$ cat src/rtl/fetch_unit.sv
// Instruction fetch with a one-entry hold buffer and halt detection.
// Fetch-to-valid latency 1 cycle; instr_ready low freezes the buffer and stops fetching.
module fetch_unit #(
   parameter logic [21:0] RESET_PC = 22'd100,
   parameter logic [4:0]  HALT_OP  = 5'b11111
) (
   input  logic        clk,
   input  logic        rst_n,
   output logic [21:0] mem_address,
   output logic        mem_read,
   input  logic [31:0] mem_rdata,
   output logic        instr_valid,
   input  logic        instr_ready,
   output logic [31:0] instr,
   output logic [4:0]  opcode,
   output logic [4:0]  rd,
   output logic [21:0] addr,
   output logic [21:0] instr_pc,
   input  logic        redirect,
   input  logic [21:0] redirect_pc,
   output logic        halted
);

   typedef enum logic [1:0] {
      S_FETCH = 2'd0,
      S_HOLD  = 2'd1,
      S_HALT  = 2'd2
   } state_t;

   state_t      state_q, state_d;
   logic [21:0] pc_q, pc_d;
   logic [31:0] instr_q, instr_d;
   logic [21:0] instr_pc_q, instr_pc_d;
   logic        valid_q, valid_d;
   logic        halted_q, halted_d;
   logic        held_halt;
   logic        fetch;

   assign held_halt = (instr_q[31:27] == HALT_OP);

   // A held non-halt instruction being accepted frees the buffer for a same-cycle refetch.
   assign fetch = !redirect &&
                  ((state_q == S_FETCH) ||
                   (state_q == S_HOLD && instr_ready && !held_halt));

   always_comb begin
      state_d    = state_q;
      pc_d       = pc_q;
      instr_d    = instr_q;
      instr_pc_d = instr_pc_q;
      if (redirect) begin
         state_d = S_FETCH;
         pc_d    = redirect_pc;
      end else if (fetch) begin
         state_d    = S_HOLD;
         instr_d    = mem_rdata;
         instr_pc_d = pc_q;
         pc_d       = pc_q + 22'd1;
      end else if (state_q == S_HOLD && instr_ready && held_halt) begin
         state_d = S_HALT;
      end
      valid_d  = (state_d == S_HOLD);
      halted_d = (state_d == S_HALT);
   end

   always_ff @(posedge clk or negedge rst_n) begin
      if (!rst_n) begin
         state_q    <= S_FETCH;
         pc_q       <= RESET_PC;
         instr_q    <= '0;
         instr_pc_q <= '0;
         valid_q    <= 1'b0;
         halted_q   <= 1'b0;
      end else begin
         state_q    <= state_d;
         pc_q       <= pc_d;
         instr_q    <= instr_d;
         instr_pc_q <= instr_pc_d;
         valid_q    <= valid_d;
         halted_q   <= halted_d;
      end
   end

   assign mem_address = pc_q;
   assign mem_read    = fetch;
   assign instr_valid = valid_q;
   assign halted      = halted_q;
   assign instr       = instr_q;
   assign opcode      = instr_q[31:27];
   assign rd          = instr_q[26:22];
   assign addr        = instr_q[21:0];
   assign instr_pc    = instr_pc_q;

endmodule

$ cat config.mk
export PLATFORM = sky130hd
export DESIGN_NAME = fetch_unit
export DESIGN_NICKNAME = d
export VERILOG_FILES = /design/src/rtl/fetch_unit.sv
export SDC_FILE = /design/constraint.sdc
export NUM_CORES = 1
export LEC_CHECK = 0
export CORE_AREA = 10 10 111 113
export DETAILED_ROUTE_END_ITERATION = 8
export DIE_AREA = 0 0 121 123
export PLACE_DENSITY = 0.79
export SLEW_MARGIN = 20
export SYNTH_ARGS = -nofsm -noshare
export SYNTH_HDL_FRONTEND = slang
export SYNTH_SLANG_ARGS = --single-unit
$ cat constraint.sdc
create_clock -name clk -period 3 [get_ports clk]
set_clock_uncertainty 0.15 [all_clocks]
set_input_delay 0.45 -clock clk [delete_from_list [all_inputs] [get_ports clk]]
set_output_delay 0.45 -clock clk [all_outputs]
set_load 0.01 [all_outputs]
* Word level (Yosys, flattened, before mapping)
Cells that the tools add are included.
** Operators by class
- Add/subtract/negate cells :: 1
- Eq/ne operators :: 4
- Mux-type cells :: 5
- Bitwise operators :: 1
- Reductions and logical operators :: 10
** Operator list (number)
- 22-bit 2-to-1 mux :: 2
- 22-bit by 1-bit adder with 22-bit output, second input constant :: 1
- 2-bit 2-to-1 mux :: 3
- 5-bit equality test, second input constant :: 1
- 2-bit by 1-bit equality test with 1-bit output, second input constant :: 2
- 1-bit logical AND :: 4
- 2-bit equality test, second input constant :: 1
- 1-bit logical NOT :: 2
- 2-bit logical NOT :: 1
- 2-bit AND reduction :: 1
- 2-bit nonzero test :: 1
- 1-bit logical OR :: 1
- 1-bit inverter :: 1
** Storage, ports and cells
- Register bits after elaboration :: 80
- Bits of input ports :: 58
- Output and inout port bits :: 111
- Word-level logic and storage cells :: 27

* Depth between registers and ports, before layout
Gate-level depths: netlist (run 1).
- Word-level depth :: 8
- Depth in mapped cells :: 6

* Worst setup path before layout (run 1)
Ideal clock, no wire load.
- Path kind :: reg-to-reg
- From :: register pc_q[5] (netlist: mem_address[5])
- To :: register pc_q[21] (netlist: mem_address[21])
- Library setup time :: 0.082 ns
- Arrival :: 1.855 ns
- Slack :: 0.913 ns
- Cell stages (with the launch flop) :: 6
- Period minus slack after synthesis :: 2.087 ns
- Cells stage by stage :: dfstp_2 > nand3_1 > or4_1 > buf_2 > or4_1 > a31oi_1
** On the way
- Word-level cells in the longest chain between the ends :: 3
** RTL lines
- start, declared :: RTL line 31 : logic [21:0] pc_q, pc_d;
- start signal, assigned :: RTL line 76 : pc_q <= pc_d;
- 22-bit by 1-bit adder with 22-bit output :: RTL line 58 : pc_d = pc_q + 22'd1;
- 22-bit 2-to-1 mux :: RTL line 54 : end else if (fetch) begin
- 22-bit 2-to-1 mux :: RTL line 51 : if (redirect) begin
No other way between the ends. The select of a mux whose other input is x is not followed.
A chain may end at the register's enable or synchronous reset.

* Final worst setup path (run 1)
- From :: input instr_ready
- To :: output mem_read
** On the way
- Word-level cells in the longest chain between the ends :: 4
** RTL lines
- start, declared :: RTL line 13 : input logic instr_ready,
- 1-bit logical AND (2 in series) :: RTL line 44 : (state_q == S_HOLD && instr_ready && !held_halt));
- 1-bit logical OR :: RTL line 43 : ((state_q == S_FETCH) ||
- 1-bit logical AND :: RTL line 42 : assign fetch = !redirect &&
- end, declared :: RTL line 10 : output logic mem_read,
No other way between the ends.

==> results.sh, run 1 <==
export IMPL_path_class="input port to output port"
export IMPL_synth_ff_type="dfrtp_1"
export IMPL_drt_iter0_markers=126
export IMPL_numCtsBuffers=9
export IMPL_clk_latency_ns=0.36
export IMPL_ys_seq_area_share_pct=53.7
export IMPL_cp_num_buf_inv=2
export IMPL_cpMaxStageDelayCell="clkdlybuf4s50_1"
export IMPL_powerDensity_mw_per_mm2=568
export IMPL_synth_most_common_cell="dfrtp_1"
export IMPL_syn_nets=374
export IMPL_p_leak_uw=0.00216
export IMPL_path_max_fanout=3
export IMPL_synth_top_area_share_pct=51.6
export IMPL_cts_tree="yes"
export IMPL_num_antenna_cells=0
export IMPL_clockBufferDepth=2
export IMPL_synth_area_mm2=0.00373
export IMPL_numPortBuffers=168
export IMPL_rsz0062_at_grt="false"
export IMPL_fill_cells=841
export IMPL_synthTopCellsByCount="dfrtp_1 (77), mux2_2 (54), buf_4 (33)"
export IMPL_ir_drop_v=0.000203
export IMPL_worst_pin_slew_ns=0.690
export IMPL_drc_errors=0
export IMPL_yosys_register_bits=80
export IMPL_hold_path_class="flip-flop to flip-flop"
export IMPL_drv_slew=0
export IMPL_synth_edff_count=0
export IMPL_grt_max_degree=81
export IMPL_netlist_instances=315
export IMPL_worst_ep_required_time_ns=2.40
export IMPL_ys_async_sr_fraction_pct=100
export IMPL_holdWs_ns=0.359
export IMPL_drive_above_1_share_pct=18.7
export IMPL_post_cts_buffers=0
export IMPL_avgSynthCellArea_um2=11.9
export IMPL_setup_slack_ns=0.436
export IMPL_seq_area_mm2=0.00201
export IMPL_cp_slowest_stage_delay_ns=0.51
export IMPL_final_period_utilization_pct=85.5
export IMPL_grt_usage_pct=14.3
export IMPL_wl_per_cell_um=18.3
export IMPL_vias_per_cell=5.12
export IMPL_die_h_um=123
export IMPL_cts_max_level=3
export IMPL_tns_ns=0
export IMPL_cp_start_kind="input port"
export IMPL_yosysTopAreaCell="dfrtp_1"
export IMPL_grt_overflow_total=0
export IMPL_antenna_found_initial=0
export IMPL_place_ws_ns=0.330
export IMPL_die_w_um=121
export IMPL_hold_viol=0
export IMPL_worstSetupEndpointType="output port"
export IMPL_worst_slew_margin_rel_pct=54.0
export IMPL_ys_warn_count=0
export IMPL_dpl_hpwl_um=8150
export IMPL_min_period_ns=2.56
export IMPL_root_buffer="clkbuf_8"
export IMPL_cap_violations=0
export IMPL_num_rows=37
export IMPL_multi_input_area_mm2=0.00139
export IMPL_dr_pass1_iters=4
export IMPL_fmax_mhz=390
export IMPL_area_growth_pct=48.6
export IMPL_crit_top_cell="clkdlybuf4s50_1"
export IMPL_wirelength_um=10900
export IMPL_synthTopCellsByArea="dfrtp_1 (52%), mux2_2 (16%), buf_4 (6.6%)"
export IMPL_cp_cell_sequence="clkdlybuf4s50_1 > or2b_2 > o211ai_1 > nor2_4 > clkdlybuf4s50_1"
export IMPL_ant_nets=0
export IMPL_dieArea_mm2=0.0149
export IMPL_clk_pin_slew_ns=0.07
export IMPL_arrival_ns=1.96
export IMPL_finalSetupViolCount=0
export IMPL_dr_total_vias=3050
export IMPL_gp_congestion=0.797
export IMPL_coreArea_mm2=0.0101
export IMPL_fin_nets=514
export IMPL_start_util_pct=36.8
export IMPL_synth_distinct_cells=35
export IMPL_pin_count=169
export IMPL_grt_pass1_vias=3094
export IMPL_crit_family="buffers and inverters"
export IMPL_status="complete, no violations"
export IMPL_grt_pass1_wl_um=16900
export IMPL_cts_sinks=80
-- worst paths after layout --
| check | startpoint | end | slack (ns) | depth (start not counted) |
|---|---|---|---|---|
| worst max-delay path | instr_ready | mem_read | 0.44 | 5 |
| worst min-delay path | instr_pc[6]$_DFFE_PN0P_ | instr_pc[6]$_DFFE_PN0P_ | 0.36 | 1 |
| worst max register to register | mem_address[5]$_DFFE_PN1P_ | mem_address[15]$_DFFE_PN0P_ | 0.71 | 5 |
| worst min register to register | instr_pc[6]$_DFFE_PN0P_ | instr_pc[6]$_DFFE_PN0P_ | 0.36 | 1 |
| max in group asynchronous | rst_n | mem_address[6]$_DFFE_PN1P_ | 1.55 | 3 |
| min in group asynchronous | rst_n | instr[13]$_DFFE_PN0P_ | 0.47 | 2 |
-- routing by layer --
layer	wire, um	track usage, %	up-vias
met3	1040	5.79	13
met4	192	6.03	0
met1	4410	15.8	1506
met2	5290	23.9	130
met5	0	0	-
li1	-	-	1401
-- logic make-up after synthesis --
group	Yosys count	share of synthesized area [%]
flops	80	53.7
buf+inv	54	9.35
compound gates	45	8.21
xor+xnor	1	0.235
simple gates	79	11.6
fa+ha+maj	1	0.335
mux	55	16.5
-- cells in the final DEF (no fill, tap or decap), types with 2 or more instances in the layout --
master           Yosys  final
a31oi_1             18     18
and2_1               2      2
and3_1               2      2
buf_4               33      9
clkbuf_1             8      2
clkbuf_8             0     11
clkdlybuf4s50_1      0    167
clkinv_2             0      2
dfrtp_1             77     77
dfstp_2              3      3
inv_1                5      5
mux2_2              54     54
nand2_1             12     12
nand3_1              8      8
nand4_1              6      6
nor2_1              22     21
o211ai_1             3      3
o21ai_0              5      5
o31a_1               2      2
o31ai_1             14     14
or3_1                4      4
or4_1               15     15
-- what timing repair did --
item                      CTS  global route
hold buffers                0             1
hold endpoints to repair    0            39
gates resized for setup     0             0
-- worst register-to-register path: cells and delay by family, from the launching register on --
family,cells,cell delay (ns)
AO/OA/AOI/OAI,2,0.33
buffers and inverters,1,0.21
flip-flops,1,0.61
AND/OR/NAND/NOR,2,0.91
-- registers in the layout (all words and copies together) (netlist names) --
register     cells
instr           32
halted           1
state_q          2
instr_valid      1
mem_address     22
instr_pc        22
-- through the flow --
step,utilization [%],std cells,instance area (um^2),power [uW]
2_1_floorplan,-,315,3730,1810
3_3_place_gp,52.5,578,5320,2340
3_5_place_dp,52.5,578,5320,2370
4_1_cts,54.4,594,5520,3200
5_1_grt,54.7,596,5550,3310
6_report,54.7,596,5550,3150
-- final cells by class --
cell class	count	area share [%]
Tap cell	136	3.07
Clock buffer	13	2.86
Timing Repair Buffer	178	31.9
Clock inverter	3	0.721
Sequential cell	80	36.1
Inverter	5	0.338
Multi-Input combinational cell	181	25.0
-- power by group --
part	total [uW]	leakage, uW	internal (uW)	switching (uW)
logic	961	0.00114	589	372
clock network	816	0.000103	428	388
registers	1380	0.000920	1240	139
(Power assumes the default switching activity.)
==> run 2: changes to the inputs <==
Settings changed: PLACE_DENSITY 0.79 to 0.84.
==> run 2 against run 1 <==
  * The run now ends with negative hold slack left
  * Register-to-register slack worse by 0.04 ns
  * Routed wire length up 0.35%
  * Sequential power about the same
  * Flip-flop and latch count unchanged
==> results.sh, run 2 (synthesis gave the netlist of run 1 again) <==
export IMPL_numCtsBuffers=9
export IMPL_dieArea_mm2=0.0149
export IMPL_pin_count=169
export IMPL_ant_nets=0
export IMPL_multi_input_area_mm2=0.00139
export IMPL_final_cell_mix="clkdlybuf4s50_1 (167), dfrtp_1 (77), mux2_2 (54), nor2_1 (21), a31oi_1 (18)"
export IMPL_drive_above_1_share_pct=18.4
export IMPL_layout_commonest_cell="clkdlybuf4s50_1"
export IMPL_wl_per_cell_um=18.5
export IMPL_ir_drop_v=0.000262
export IMPL_coreArea_mm2=0.0101
export IMPL_p_leak_uw=0.00215
export IMPL_grt_usage_pct=14.3
export IMPL_largest_reg_flops=32
export IMPL_hold_viol=30
export IMPL_final_period_utilization_pct=87.0
export IMPL_drc_errors=0
export IMPL_clk_latency_ns=0.36
export IMPL_die_w_um=121
export IMPL_grt_pass1_wl_um=16800
export IMPL_antenna_found_initial=0
export IMPL_holdWs_ns=-0.0119
export IMPL_fin_nets=511
export IMPL_cp_start_kind="input port"
export IMPL_worst_slew_margin_rel_pct=52.0
export IMPL_path_class="input port to output port"
export IMPL_cts_max_level=3
export IMPL_worstSetupEndpointType="output port"
export IMPL_hold_buffers=0
export IMPL_clk_pin_slew_ns=0.08
export IMPL_num_antenna_cells=0
export IMPL_status="complete, but fails checks"
export IMPL_worst_ep_required_time_ns=2.40
export IMPL_arrival_ns=2.01
export IMPL_grt_max_degree=81
export IMPL_hold_path_class="input port to asynchronous set/reset pin"
export IMPL_cap_violations=0
export IMPL_fill_cells=843
export IMPL_tns_ns=0
export IMPL_wirelength_um=11000
export IMPL_grt_overflow_total=0
export IMPL_finalSetupViolCount=0
export IMPL_gp_congestion=0.760
export IMPL_seq_area_mm2=0.00201
export IMPL_vias_per_cell=5.10
export IMPL_die_h_um=123
export IMPL_clockBufferDepth=2
export IMPL_num_rows=37
export IMPL_min_period_ns=2.61
export IMPL_post_cts_buffers=0
export IMPL_powerDensity_mw_per_mm2=580
export IMPL_drt_iter0_markers=142
export IMPL_rsz0062_at_grt="false"
export IMPL_path_max_fanout=3
export IMPL_start_util_pct=36.8
export IMPL_fmax_mhz=383
export IMPL_cts_resized=0
export IMPL_dr_total_vias=3026
export IMPL_root_buffer="clkbuf_8"
export IMPL_area_growth_pct=48.1
export IMPL_cts_tree="yes"
export IMPL_dpl_hpwl_um=8140
export IMPL_cts_sinks=80
export IMPL_grt_pass1_vias=3035
export IMPL_power_uw=3210
export IMPL_dr_pass1_iters=4
export IMPL_violations="negative hold slack"
export IMPL_worst_pin_slew_ns=0.719
export IMPL_numPortBuffers=168
export IMPL_drv_slew=0
## run 2: power by group
group	switching [uW]	internal [uW]	leakage, uW
clock	387	490	0.000110
combinational	370	585	0.00112
sequential	139	1240	0.000920
total	897	2310	0.00215
## run 2: critical path, stage by stage
cell	delay, ns
clkdlybuf4s50_1	0.45
or2b_2	0.33
o211ai_1	0.18
nor2_4	0.05
clkdlybuf4s50_1	0.54
## run 2: final timing paths
check	cells past startpoint	start	slack, ns	endpoint
worst max-delay path	5	instr_ready	0.39	mem_read
worst min-delay path	1	rst_n	-0.01	instr[7]$_DFFE_PN0P_
worst max register to register	5	mem_address[5]$_DFFE_PN1P_	0.67	mem_address[15]$_DFFE_PN0P_
worst min register to register	1	instr_pc[8]$_DFFE_PN0P_	0.36	instr_pc[8]$_DFFE_PN0P_
max in group asynchronous	1	rst_n	2.23	instr_pc[1]$_DFFE_PN0P_
min in group clk	1	instr_pc[8]$_DFFE_PN0P_	0.36	instr_pc[8]$_DFFE_PN0P_
## run 2: layout make-up
cell class                      count  share of cell area (%)
Multi-Input combinational cell    181                    25.1
Clock buffer                       12                    2.62
Timing Repair Buffer              175                    31.4
Sequential cell                    80                    36.3
Tap cell                          136                    3.08
Inverter                            5                   0.339
Clock inverter                      4                    1.27
## run 2: layer usage
layer / GRT usage [%] / part of all wire [%] / up-vias
met3: 4.65 / 9.6 / 14
li1: - / - / 1399
met5: 0 / 0 / -
met1: 17.0 / 41 / 1472
met4: 6.18 / 1.7 / 0
met2: 23.4 / 47 / 141
## run 2: metrics by stage
| stage | utilization [%] | instances | setup WS, ns | cell area (um^2) |
|---|---|---|---|---|
| finish | 54.6 | 593 | 0.391 | 5530 |
| global route | 54.6 | 593 | 0.342 | 5530 |
| global placement | 52.4 | 577 | 0.423 | 5310 |
| detailed placement | 52.4 | 577 | 0.324 | 5310 |
| floorplan | - | 315 | 0.913 | 3730 |
| CTS | 54.5 | 593 | 0.399 | 5530 |
